<file path="config.mk">
export PLATFORM = sky130hd
export DESIGN_NAME = sample_stream_pacer
export DESIGN_NICKNAME = d
export VERILOG_FILES = /design/src/rtl/sample_stream_pacer_pkg.sv /design/src/rtl/sample_stream_pacer_fifo.sv /design/src/rtl/sample_stream_pacer.sv
export SDC_FILE = /design/constraint.sdc
export NUM_CORES = 1
export LEC_CHECK = 0
export BUFFER_PORTS_ARGS = -buffer_cell sky130_fd_sc_hd__buf_2
export CAP_MARGIN = 20
export CORE_ASPECT_RATIO = 0.75
export CORE_MARGIN = 2
export CORE_UTILIZATION = 38
export DETAILED_ROUTE_END_ITERATION = 10
export GPL_ROUTABILITY_DRIVEN = 0
export GPL_TIMING_DRIVEN = 0
export SLEW_MARGIN = 20
export SYNTH_ARGS = -nofsm -noshare
export SYNTH_HDL_FRONTEND = slang
export SYNTH_SLANG_ARGS = --single-unit
</file>
<file path="constraint.sdc">
create_clock -name clk -period 9.2 [get_ports clk]
set_input_delay 0 -clock clk [delete_from_list [all_inputs] [get_ports clk]]
set_output_delay 0 -clock clk [all_outputs]
set_load 0.01 [all_outputs]
</file>
<file path="src/rtl/sample_stream_pacer_pkg.sv">
// Shared types and widths for the sample pacer and the downstream gap-filling stage.
package sample_stream_pacer_pkg;
  localparam int SAMPLE_W = 16;
  localparam int GAP_W    = 3;

  typedef enum logic [1:0] {
    IDLE  = 2'd0,
    PRIME = 2'd1,
    RUN   = 2'd2
  } pacer_state_e;
endpackage

</file>
<file path="src/rtl/sample_stream_pacer_fifo.sv">
// Synchronous FIFO with occupancy counter and flush; full/empty derive from the count.
module sample_stream_pacer_fifo
  import sample_stream_pacer_pkg::*;
#(
  parameter int DEPTH = 8,
  parameter int W     = SAMPLE_W
) (
  input  logic                       clk,
  input  logic                       reset,
  input  logic                       flush_i,
  input  logic                       wr_en_i,
  input  logic [W-1:0]               wr_data_i,
  input  logic                       rd_en_i,
  output logic [W-1:0]               rd_data_o,
  output logic                       full_o,
  output logic                       empty_o,
  output logic [$clog2(DEPTH):0]     count_o
);
  localparam int AW = $clog2(DEPTH);
  localparam int CW = AW + 1;

  logic [W-1:0]  mem_q [DEPTH];
  logic [AW-1:0] wr_ptr_q, rd_ptr_q;
  logic [CW-1:0] count_q;
  logic          do_wr, do_rd;

  assign full_o    = (count_q == CW'(DEPTH));
  assign empty_o   = (count_q == '0);
  assign count_o   = count_q;
  assign rd_data_o = mem_q[rd_ptr_q];
  assign do_wr     = wr_en_i && !full_o;
  assign do_rd     = rd_en_i && !empty_o;

  // Pointers wrap naturally because DEPTH is a power of two.
  always_ff @(posedge clk or posedge reset) begin
    if (reset) begin
      wr_ptr_q <= '0;
      rd_ptr_q <= '0;
      count_q  <= '0;
    end else if (flush_i) begin
      wr_ptr_q <= '0;
      rd_ptr_q <= '0;
      count_q  <= '0;
    end else begin
      if (do_wr) wr_ptr_q <= wr_ptr_q + 1'b1;
      if (do_rd) rd_ptr_q <= rd_ptr_q + 1'b1;
      count_q <= count_q + CW'(do_wr) - CW'(do_rd);
    end
  end

  always_ff @(posedge clk) begin
    if (do_wr) mem_q[wr_ptr_q] <= wr_data_i;
  end
endmodule

</file>
<file path="src/rtl/sample_stream_pacer.sv">
// Paces buffered samples out one slot per tick, marking gaps on underflow and re-priming on loss.
// Optional PACER_GAP_STATS_EN adds saturating gap_total / lost_events counters.
module sample_stream_pacer
  import sample_stream_pacer_pkg::*;
#(
  parameter int DEPTH       = 8,
  parameter int TICK_DIV    = 4,
  parameter int MAX_GAP     = 7,
  parameter int PRIME_LEVEL = 4
) (
  input  logic                       clk,
  input  logic                       reset,
  input  logic                       enable,
  input  logic signed [SAMPLE_W-1:0] sample_in,
  input  logic                       sample_in_valid,
  output logic                       sample_in_ready,
  output logic signed [SAMPLE_W-1:0] sample_out,
  output logic                       valid_out,
  output logic [GAP_W-1:0]           gap_run,
  output logic                       stream_lost,
  output logic [$clog2(DEPTH):0]     fill_level
`ifdef PACER_GAP_STATS_EN
  ,
  output logic [15:0]                gap_total,
  output logic [7:0]                 lost_events
`endif
);
  localparam int CW = $clog2(DEPTH) + 1;
  localparam int TW = $clog2(TICK_DIV);
  localparam logic [CW-1:0]    PRIME_LVL = CW'(PRIME_LEVEL);
  localparam logic [GAP_W-1:0] GAP_MAX   = GAP_W'(MAX_GAP);
  localparam logic [TW-1:0]    TICK_LAST = TW'(TICK_DIV - 1);

  pacer_state_e                state_q, state_d;
  logic [TW-1:0]               tick_q, tick_d;
  logic signed [SAMPLE_W-1:0]  sample_q, sample_d;
  logic                        valid_q, valid_d;
  logic [GAP_W-1:0]            gap_q, gap_d;
  logic                        lost_q, lost_d;
  logic                        tick, pop, flush, full, empty;
  logic [SAMPLE_W-1:0]         head;
  logic [CW-1:0]               count;
`ifdef PACER_GAP_STATS_EN
  logic [15:0] gap_tot_q, gap_tot_d;
  logic [7:0]  lost_ev_q, lost_ev_d;
`endif

  assign tick            = (tick_q == TICK_LAST);
  assign flush           = !enable || (state_q == IDLE);
  assign sample_in_ready = (state_q != IDLE) && !full;

  sample_stream_pacer_fifo #(.DEPTH(DEPTH), .W(SAMPLE_W)) u_fifo (
    .clk       (clk),
    .reset     (reset),
    .flush_i   (flush),
    .wr_en_i   (sample_in_valid && sample_in_ready),
    .wr_data_i (sample_in),
    .rd_en_i   (pop),
    .rd_data_o (head),
    .full_o    (full),
    .empty_o   (empty),
    .count_o   (count)
  );

  always_comb begin
    state_d  = state_q;
    tick_d   = (state_q == IDLE || tick) ? '0 : tick_q + 1'b1;
    sample_d = sample_q;
    valid_d  = 1'b0;
    gap_d    = gap_q;
    lost_d   = lost_q;
    pop      = 1'b0;
`ifdef PACER_GAP_STATS_EN
    gap_tot_d = gap_tot_q;
    lost_ev_d = lost_ev_q;
`endif
    if (!enable) begin
      state_d = IDLE;
    end else begin
      unique case (state_q)
        IDLE:  state_d = PRIME;
        PRIME: if (count >= PRIME_LVL) begin
          lost_d  = 1'b0;
          gap_d   = '0;
          state_d = RUN;
        end
        RUN: if (tick) begin
          if (!empty) begin
            pop      = 1'b1;
            sample_d = head;
            valid_d  = 1'b1;
            gap_d    = '0;
          end else begin
            gap_d = (gap_q == GAP_MAX) ? gap_q : gap_q + 1'b1;
`ifdef PACER_GAP_STATS_EN
            if (gap_tot_q != '1) gap_tot_d = gap_tot_q + 1'b1;
`endif
            // gap_q stays below GAP_MAX in RUN, so this cannot overflow.
            if (gap_q == GAP_MAX - 1'b1) begin
              lost_d  = 1'b1;
              state_d = PRIME;
`ifdef PACER_GAP_STATS_EN
              if (lost_ev_q != '1) lost_ev_d = lost_ev_q + 1'b1;
`endif
            end
          end
        end
        default: state_d = IDLE;
      endcase
    end
  end

  always_ff @(posedge clk or posedge reset) begin
    if (reset) begin
      state_q  <= IDLE;
      tick_q   <= '0;
      sample_q <= '0;
      valid_q  <= 1'b0;
      gap_q    <= '0;
      lost_q   <= 1'b0;
    end else begin
      state_q  <= state_d;
      tick_q   <= tick_d;
      sample_q <= sample_d;
      valid_q  <= valid_d;
      gap_q    <= gap_d;
      lost_q   <= lost_d;
    end
  end

`ifdef PACER_GAP_STATS_EN
  always_ff @(posedge clk or posedge reset) begin
    if (reset) begin
      gap_tot_q <= '0;
      lost_ev_q <= '0;
    end else begin
      gap_tot_q <= gap_tot_d;
      lost_ev_q <= lost_ev_d;
    end
  end

  assign gap_total   = gap_tot_q;
  assign lost_events = lost_ev_q;
`endif

  assign sample_out  = sample_q;
  assign valid_out   = valid_q;
  assign gap_run     = gap_q;
  assign stream_lost = lost_q;
  assign fill_level  = count;
endmodule

</file>
* Word-level counts from Yosys, hierarchy flattened
Memories as Yosys holds them, arrays and structs flattened. A register that Yosys moved wholly into a read port is not among the register bits.
Index checks and enable logic that the tools add are counted.
** Word-level totals
- Input port bits :: 20
- Logic and storage cells :: 79
- Bits in registers :: 19
- Memories kept :: 1
- Memory bits (writable) :: 128
- Output and inout port bits :: 26
** Cells by class
- Reduce and logical (&&, ||, !) cells :: 19
- Add/subtract/negate cells :: 6
- Equality and inequality tests :: 15
- Bitwise gates (word level) :: 1
- Mux-type cells :: 28
- Magnitude comparators :: 1
** Memories
- u_fifo.mem_q :: depth 8, width 16, rd ports 1, clocked after memory_dff 1, write ports 1, line sample_stream_pacer_fifo.sv:22 : logic [W-1:0] mem_q [DEPTH];
** Operator list (number)
- $mux W3 :: 8
- $ne A3 B3 Y1 const B :: 5
- $mux W2 :: 6
- $mux W1 :: 10
- $add A3 B1 Y3 const B :: 3
- $ne A2 B2 Y1 const B :: 4
- $reduce_and A4 Y1 :: 2
- $reduce_bool A2 Y1 :: 4
- $eq A3 B3 Y1 const B :: 2
- $pmux W2 S3 :: 1
- $pmux W3 S2 :: 1
- $reduce_and A6 Y1 :: 1
- $reduce_and A5 Y1 :: 1
- $add A4 B1 Y4 :: 1
- $eq A2 B2 Y1 const B :: 2
- $eq A4 B4 Y1 const B :: 1
- $ge A4 B3 Y1 const B :: 1
- $logic_and A1 B1 Y1 :: 4
- $logic_not A4 Y1 :: 1
- $mux W4 :: 1
- $sub A4 B1 Y4 :: 1
- $logic_not A1 Y1 :: 3
- $add A2 B1 Y2 const B :: 1
- $eq A2 B1 Y1 const B :: 1
- 4 further kinds :: 5

* Longest topological paths before layout
Gate-level depths: netlist of run 1.
- Depth after elaboration :: 8
- Depth in mapped cells :: 14
- Depth with buffers taken out :: 12

* Modules after synthesis
From an unflattened synthesis of run 1, not the netlist that was laid out.
** Second synthesis, totals
- Cells, all modules :: 337
- Area, all modules :: 6681.4 sq um
** By module, submodules not included
- sample_stream_pacer_fifo :: area an instance 5560.3 sq um, cells an instance 260, sequential area each 4093.9 sq um, times used 1
- sample_stream_pacer :: area an instance 1121.1 sq um, cells an instance 77, sequential area each 625.6 sq um, times used 1

* Worst setup path after synthesis of run 1
OpenSTA, ideal clock, no wires.
- Path type :: register to register
- From :: register u_fifo.count_q[2], in the netlist u_fifo.count_o[2]
- To :: memory u_fifo.mem_q[0][0] (netlist bit) (enable)
- Setup slack :: 6165 ps
- Path buffers :: 0
- Arrival time :: 2605 ps
- Data required time :: 8770 ps
- Clock period less this slack :: 3035 ps
- Setup time :: 430 ps
- Stages on the path, launching flop included :: 6
- Path through :: dfrtp_1 inv_1 ha_1 or3b_1 nand3b_1 nor4_1
** Between the ends
- Cells in the longest elaborated chain, start to end :: 7
** Ends and longest elaborated chain
- from (decl) :: line sample_stream_pacer_fifo.sv:24 : logic [CW-1:0] count_q;
- from (signal assigned) :: line sample_stream_pacer_fifo.sv:47 : count_q <= count_q + CW'(do_wr) - CW'(do_rd);
- $eq A4 B4 Y1 * :: line sample_stream_pacer_fifo.sv:27 : assign full_o = (count_q == CW'(DEPTH));
- $logic_not A1 Y1 * :: line sample_stream_pacer_fifo.sv:31, sample_stream_pacer.sv:50
- $logic_and A1 B1 Y1 :: line sample_stream_pacer.sv:50 : assign sample_in_ready = (state_q != IDLE) && !full;
- $logic_and A1 B1 Y1 :: line sample_stream_pacer.sv:56 : .wr_en_i (sample_in_valid && sample_in_ready),
- $logic_and A1 B1 Y1 * :: line sample_stream_pacer_fifo.sv:31 : assign do_wr = wr_en_i && !full_o;
- $mux W1 * :: line sample_stream_pacer_fifo.sv:52 : if (do_wr) mem_q[wr_ptr_q] <= wr_data_i;
- $mux W1 (not written as such) * :: line sample_stream_pacer_fifo.sv:52
- to (decl) :: line sample_stream_pacer_fifo.sv:22
Every way passes the cells marked *; elsewhere a longest branch is shown, timed or not.

* Final worst setup path of run 1
- From :: register u_fifo.count_q[2], in the netlist u_fifo.count_o[2]
- To :: register u_fifo.count_q[2], in the netlist u_fifo.count_o[2]
** Between the ends
- Cells in the longest elaborated chain, start to end :: 8
- Elaborated cells between the ends (all ways) :: 15
- Classes of those cells :: 2 x add/sub; 1 x eq/ne; 5 x mux; 7 x reduce/logical
** Ends and longest elaborated chain
- $eq A4 B4 Y1 / $logic_not A4 Y1 (equally long branches) :: line sample_stream_pacer_fifo.sv:27, sample_stream_pacer_fifo.sv:28
- $logic_not A1 Y1 / $mux W1 (equally long branches) :: line sample_stream_pacer_fifo.sv:31, sample_stream_pacer.sv:50, sample_stream_pacer.sv:88
- $logic_and A1 B1 Y1 / $mux W1 (equally long branches) :: line sample_stream_pacer.sv:50, sample_stream_pacer.sv:87
- $logic_and A1 B1 Y1 / $mux W1 (equally long branches) :: line sample_stream_pacer.sv:56, sample_stream_pacer.sv:80
- $logic_and A1 B1 Y1 / $mux W1 (equally long branches) :: line sample_stream_pacer_fifo.sv:31, sample_stream_pacer.sv:77
- $add A4 B1 Y4 / $logic_and A1 B1 Y1 (equally long branches) :: line sample_stream_pacer_fifo.sv:47, sample_stream_pacer_fifo.sv:32
- $sub A4 B1 Y4 * :: line sample_stream_pacer_fifo.sv:47
- $mux W4 * :: line sample_stream_pacer_fifo.sv:40 : end else if (flush_i) begin
Marks and branches as above.
A chain may end at the register's enable or synchronous reset.

==> results of run 1 <==
-- critical path, stage by stage, from the launching register on --
cell and delay [ns]:
dfrtp_1 0.37, inv_1 0.12, ha_1 0.15, or3b_1 0.36, buf_6 0.15, nand3_2 0.20
buf_1 0.59, inv_2 0.06, ha_1 0.30, inv_1 0.04, ha_1 0.22, fa_1 0.38
xnor2_1 0.16, nor2_1 0.05
-- state kept, by name (all words and copies together) (netlist names) --
signal / cells
gap_run: 3
sample_out: 16
state_q: 2
stream_lost: 1
tick_q: 2
u_fifo.count_o: 4
u_fifo.mem_q: 128
u_fifo.rd_ptr_q: 3
u_fifo.wr_ptr_q: 3
valid_out: 1
-- worst max-delay path by stage --
| stage | to | slack [ns] | cells past startpoint |
|---|---|---|---|
| after floorplan | u_fifo.mem_q[0][0]$_DFFE_PP_ | 6.17 | 5 |
| after global placement | u_fifo.mem_q[0][0]$_DFFE_PP_ | 4.62 | 5 |
| after global routing | u_fifo.count_o[2]$_DFF_PP0_ | 5.68 | 13 |
| final | u_fifo.count_o[2]$_DFF_PP0_ | 5.88 | 13 |
| after CTS | u_fifo.count_o[2]$_DFF_PP0_ | 5.83 | 13 |
| after detailed placement | u_fifo.count_o[2]$_DFF_PP0_ | 5.86 | 13 |
-- stage by stage --
step	hold slack, ns	setup WS, ns	total power (W)	utilization [%]
finish	0.0771	5.88	0.00153	47.2
floorplan	0.0989	6.17	0.000840	-
global placement	0.266	4.62	0.000857	41.6
detailed placement	-0.0282	5.86	0.000861	42.7
global route	0.0963	5.68	0.00158	47.2
CTS	0.0788	5.83	0.00154	47.2
-- placed cells by master, fill, tap and decap left out, types with 3 or more instances in the layout --
| cell type | instances |
|---|---|
| xnor2_1 | 3 |
| mux2i_1 | 18 |
| ha_1 | 13 |
| o21ai_1 | 15 |
| dlygate4sd3_1 | 19 |
| a21oi_1 | 3 |
| buf_6 | 5 |
| nor2_1 | 10 |
| or3b_1 | 3 |
| nor3_2 | 4 |
| o21ai_0 | 6 |
| nand2_1 | 23 |
| clkbuf_1 | 8 |
| xor2_1 | 3 |
| mux4_2 | 32 |
| buf_4 | 8 |
| inv_2 | 4 |
| inv_1 | 11 |
| edfxtp_1 | 128 |
| clkinv_1 | 3 |
| buf_8 | 3 |
| nor2_2 | 3 |
| buf_2 | 48 |
| clkinv_4 | 5 |
| dfrtp_1 | 35 |
| clkbuf_16 | 17 |
-- cell usage after synthesis, types with 2 or more instances --
library cell and n:
dfrtp_1 35, nor3b_1 2, buf_1 2, a21o_1 2
buf_4 3, mux2i_1 18, nor3_1 6, or3b_1 3
a21oi_1 3, nand2_1 23, o2bb2ai_1 2, edfxtp_1 128
clkbuf_1 7, and3b_1 2, o21ai_0 6, mux4_2 32
inv_1 12, xor2_1 3, nand2b_1 2, o21ai_1 15
inv_2 3, nor2_1 13, ha_1 13, xnor2_1 3
-- routing by layer --
metal  up-vias  global-route usage (%)
met4         0                    4.63
met1      1740                    20.6
met5         -                       0
met3         8                    3.53
met2        66                    25.7
li1       1564                       -
-- power groups by stage --
stage / logic [W] / clock network [W] / registers [W]
5_1_grt: 0.0000507 / 0.000721 / 0.000807
6_report: 0.0000450 / 0.000674 / 0.000806
4_1_cts: 0.0000459 / 0.000690 / 0.000806
3_3_place_gp: 0.0000351 / 0 / 0.000821
3_5_place_dp: 0.0000395 / 0 / 0.000822
2_1_floorplan: 0.0000186 / 0 / 0.000822
-- area by class of cell --
cell class	instances	share of cell area, %
plain buffers	14	0.918
clock buffers	18	5.43
clock inverters	14	1.77
inverters	15	0.713
multi-input cells	159	20.8
flip-flops and latches	163	59.7
well taps	215	3.40
repair buffers	79	7.25
-- logic make-up (layout without fill, tap and decap cells) --
logic type / count (synthesis) / after routing / synth area share, %
compound gates: 29 / 29 / 2.48
flops: 163 / 163 / 73.1
xor+xnor: 6 / 6 / 0.814
mux: 50 / 50 / 14.0
fa+ha+maj: 14 / 14 / 2.83
simple gates: 60 / 60 / 4.83
buf+inv: 29 / 140 / 2.00
==> impl_metrics.csv, run 1 <==
group,metric,value,unit
status,status,"finished clean",
clock_tree,clk_pin_slew,0.06,ns
power_and_ir_drop,switchingPower,0.000305,W
critical_path,r2r_slack,5.88,ns
final_layout,seqCellArea,0.00472,sq mm
clock_tree,clkSinkCount,163,
final_layout,drive_above_1_share,30.1,%
critical_path,start_kind,"register",
sta,skew,0.0102,ns
drt,wl_met1,5890,um
floorplanning,core,0.0167,sq mm
final_layout,layout.nets,483,
power_and_ir_drop,p_seq_share,52.9,%
yosys,netlist_area,0.00646,sq mm
critical_path,critical_path_required,9.47,ns
global_routing,antenna_found_initial,0,
clock_tree,htree_levels,4,
floorplanning,die_width,155,um
floorplanning,io_pins,46,
critical_path,critPathKind,"register to register",
placed_design,placed_cells,626,
drt,drt_iter0_drc,220,
drt,wire_per_inst,18.7,um
sta,min_period,3.32,ns
sta,rsz0062_at_grt,"no",
critical_path,worst_r2r_startpoint,"u_fifo.count_o[2]$_DFF_PP0_",
sta,setup_violations,0,
clock_tree,cts_tree,"done",
global_routing,grt_usage,15.4,%
floorplanning,rows,41,
drt,ant_nets,0,
yosys,async_flop_share,21.5,%
critical_path,r2r_end,"u_fifo.count_o[2]$_DFF_PP0_",
sta,hold_viol,0,
sta,fin_tns_setup,0,ns
yosys,synth_seq_cells,163,
clock_tree,cts_made_buffers,17,
power_and_ir_drop,peakVddDrop,0.000143,V
power_and_ir_drop,combPwrFrac,3.0,%
power_and_ir_drop,pwr_density_cell,193,mW/mm^2
floorplanning,initial_utilization,38.6,%
clock_tree,cts_hold_buf,19,
power_and_ir_drop,switching_share,20.0,%
run,drv_cap,0,
drt,vias,3378,
drt,top_layer,"met4",
placed_design,portBuffers,45,
drt,vias_per_cell,4.99,
floorplanning,die_h,117,um
global_routing,grt_max_degree,26,
floorplanning,die-area,0.0181,sq mm
power_and_ir_drop,p_int,0.00122,W
yosys,synthesis.instances,351,
drt,dr.pass1.iters,4,
final_layout,fin_cells,677,
global_routing,grt_overflow,0,
clock_tree,worstSkewPairLatency,0.42,ns
yosys,synth_top_area_share,59.5,%
placed_design,hpwl,8630,um
sta,slew_headroom,37.4,%
critical_path,crit_path_end_kind,"register",
clock_tree,cts_buffer_depth,2,
yosys,synth-main-ff-cell,"edfxtp_1",
final_layout,antennaDiodeCount,0,
clock_tree,cts_resized,0,
sta,maxSlewViolCount,0,
yosys,synth_cell_type_count,37,
critical_path,crit_path_start,"u_fifo.count_o[2]$_DFF_PP0_",
yosys,syn-num-nets,385,
yosys,synth_area_leaders,"edfxtp_1 60%, dfrtp_1 14%, mux4_2 11%",
power_and_ir_drop,leakage,2.87,nW
drt,wl_met2,6150,um
critical_path,r2r_cells,13,
final_layout,area_growth,22.4,%
final_layout,final_area,0.00790,sq mm
sta,clock.fmax,301,MHz
global_routing,grt_pass1_wl,20200,um
final_layout,nFillCells,1424,
yosys,syn_area_per_cell,18.4,sq um
power_and_ir_drop,clkPwrFrac,44.2,%
placed_design,placed_cell_area,0.00714,sq mm
critical_path,critPathMaxFanout,10,
yosys,ys_seq_area_share,73.1,%
drt,drt_wl_total,12700,um
clock_tree,post-cts-setup-buffer-count,0,
global_routing,grt_pass1_vias,3549,
drt,drc,0,
final_layout,multiInputGateArea,0.00164,sq mm
critical_path,cp_data_arrival_time,3.59,ns
sta,period_share,36.1,%
yosys,ys_warn_count,0,
worst_hold_path,hold_path.class,"input port to asynchronous set/reset pin",
yosys,synth.largest_area_cell,"edfxtp_1",
yosys,synth-edff-count,128,
clock_tree,clock-root-buffer,"clkbuf_16",
drt,wl_met3,540,um
sta,worst_slew_pin_slew,0.939,ns
(Power assumes the default switching activity.)
==> inputs of run 2 (changes only) <==
- clock period: 9.2 -> 3.4 ns (I/O delays scaled with it)
==> run 2 against run 1 <==
  * Sequential cell count is the same
  * Maximum frequency is 13% higher
  * Global-route usage is the same
  * Register-to-register slack worse by 5.4 ns
  * Utilization about the same
  * Highest routed layer unchanged
  * Cell count shrank 0.15%
  * Worst hold slack worse by 0.00083 ns
  * Clock skew down 0.0024 ns
==> impl_metrics.csv, run 2 (synthesis results as in run 1) <==
group,metric,value,unit
status,status,"finished clean",
critical_path,critical_path_required,3.67,ns
final_layout,antennaDiodeCount,0,
clock_tree,cts_buffer_depth,2,
floorplanning,initial_utilization,38.6,%
power_and_ir_drop,peakVddDrop,0.000387,V
global_routing,grt_max_degree,26,
sta,worst_slew_pin_slew,0.942,ns
global_routing,grt_usage,15.4,%
sta,maxSlewViolCount,0,
critical_path,r2r_cells,12,
placed_design,hpwl,8630,um
drt,dr.pass1.iters,4,
clock_tree,clkSinkCount,163,
global_routing,grt_overflow,0,
worst_hold_path,hold_path.class,"input port to asynchronous set/reset pin",
critical_path,crit_path_end_kind,"register",
clock_tree,cts_resized,0,
critical_path,r2r_end,"u_fifo.count_o[2]$_DFF_PP0_",
drt,drt_wl_total,12700,um
critical_path,worst_r2r_startpoint,"u_fifo.count_o[2]$_DFF_PP0_",
power_and_ir_drop,p_int,0.00330,W
power_and_ir_drop,p_seq_share,52.8,%
floorplanning,io_pins,46,
final_layout,final_common_cell,"edfxtp_1",
power_and_ir_drop,switching_share,20.1,%
placed_design,placed_cell_area,0.00714,sq mm
sta,skew,0.00780,ns
clock_tree,post-cts-setup-buffer-count,0,
drt,vias,3401,
sta,hold_viol,0,
power_and_ir_drop,leakage,2.87,nW
sta,worst_slack,0.459,ns
clock_tree,htree_levels,4,
floorplanning,rows,41,
power_and_ir_drop,switchingPower,0.000829,W
clock_tree,worstSkewPairLatency,0.41,ns
final_layout,largest-register,"u_fifo.mem_q",
sta,setup_violations,0,
critical_path,start_kind,"register",
clock_tree,clock-root-buffer,"clkbuf_16",
final_layout,largest_reg_flops,128,
sta,rsz0062_at_grt,"no",
placed_design,portBuffers,45,
drt,drt_iter0_drc,209,
clock_tree,cts_made_buffers,17,
critical_path,crit_path_start,"u_fifo.count_o[2]$_DFF_PP0_",
final_layout,final_cell_mix,"128 x edfxtp_1, 48 x buf_2, 35 x dfrtp_1",
final_layout,drive_above_1_share,30.2,%
sta,period_share,86.5,%
sta,slew_headroom,37.2,%
drt,drc,0,
drt,ant_nets,0,
final_layout,layout.nets,482,
power_and_ir_drop,pwr_density_cell,523,mW/mm^2
floorplanning,die_h,117,um
clock_tree,cts_tree,"done",
critical_path,critPathKind,"register to register",
power_and_ir_drop,clkPwrFrac,44.2,%
sta,clock.fmax,340,MHz
placed_design,pre_cts_ws,0.0608,ns
run,drv_cap,0,
sta,min_period,2.94,ns
final_layout,area_growth,22.3,%
critical_path,critPathMaxFanout,18,
sta,fin_tns_setup,0,ns
global_routing,grt_pass1_wl,20200,um
floorplanning,die_width,155,um
global_routing,grt_pass1_vias,3549,
clock_tree,clk_pin_slew,0.06,ns
drt,wire_per_inst,18.8,um
final_layout,final_area,0.00790,sq mm
critical_path,cp_data_arrival_time,3.21,ns
floorplanning,die-area,0.0181,sq mm
drt,vias_per_cell,5.03,
floorplanning,core,0.0167,sq mm
global_routing,antenna_found_initial,0,
critical_path,r2r_slack,0.46,ns
power_and_ir_drop,combPwrFrac,3.0,%
## run 2: cell types whose count changed in the layout (fill, tap and decap cells not counted)
cell / before / now
buf_1: 2 / 1
## run 2: power groups by stage
stage               Sequential [W]  Clock [W]  Combinational [W]
floorplan                  0.00222          0          0.0000502
global placement           0.00222          0          0.0000951
detailed placement         0.00222          0           0.000107
CTS                        0.00218    0.00187           0.000124
global route               0.00218    0.00195           0.000137
finish                     0.00218    0.00183           0.000122
## run 2: cell type report
| type | count | area (sq um) |
|---|---|---|
| sequential | 163 | 4720 |
| tap | 215 | 269 |
| clock inverter | 14 | 140 |
| clock buffer | 18 | 429 |
| multi-input combinational | 159 | 1640 |
| timing repair buffer | 79 | 573 |
| buffer | 13 | 68.8 |
| fill | 1424 | 8830 |
| inverter | 15 | 56.3 |
## run 2: timing repair
action                                 in CTS  in global routing
endpoints found under the hold margin     167                  0
setup endpoints to repair                   0                  3
hold buffers                               19                  0
## run 2: worst max-delay path, stage by stage (launching register included)
cell	delay, ns
dfrtp_1	0.37
inv_1	0.12
ha_1	0.15
or3b_1	0.36
buf_6	0.15
nand3_2	0.41
inv_2	0.06
ha_1	0.29
inv_1	0.04
ha_1	0.22
fa_1	0.38
xnor2_1	0.16
nor2_1	0.05
## run 2: worst max-delay path by stage
stage	slack, ns	cells past startpoint	endpoint
2_1_floorplan	0.37	5	u_fifo.mem_q[0][0]$_DFFE_PP_
3_3_place_gp	-1.18	5	u_fifo.mem_q[0][0]$_DFFE_PP_
3_5_place_dp	0.06	13	u_fifo.count_o[2]$_DFF_PP0_
4_1_cts	0.03	13	u_fifo.count_o[2]$_DFF_PP0_
5_1_grt	0.29	12	u_fifo.count_o[2]$_DFF_PP0_
6_report	0.46	12	u_fifo.count_o[2]$_DFF_PP0_
## run 2: metrics by stage
step	utilization [%]	hold WS, ns	instances	power (W)
6_report	47.2	0.0763	676	0.00413
5_1_grt	47.2	0.0963	676	0.00427
4_1_cts	47.2	0.0788	677	0.00417
3_5_place_dp	42.7	-0.0282	626	0.00233
3_3_place_gp	41.6	0.266	611	0.00232
2_1_floorplan	-	0.0989	351	0.00227
## run 2: metal layers
metal | track usage, % | wire length, um | up-vias
li1 | - | - | 1559
met5 | 0 | 0 | -
met2 | 25.7 | 6210 | 52
met3 | 3.53 | 387 | 13
met4 | 4.63 | 114 | 0
met1 | 20.6 | 6010 | 1777
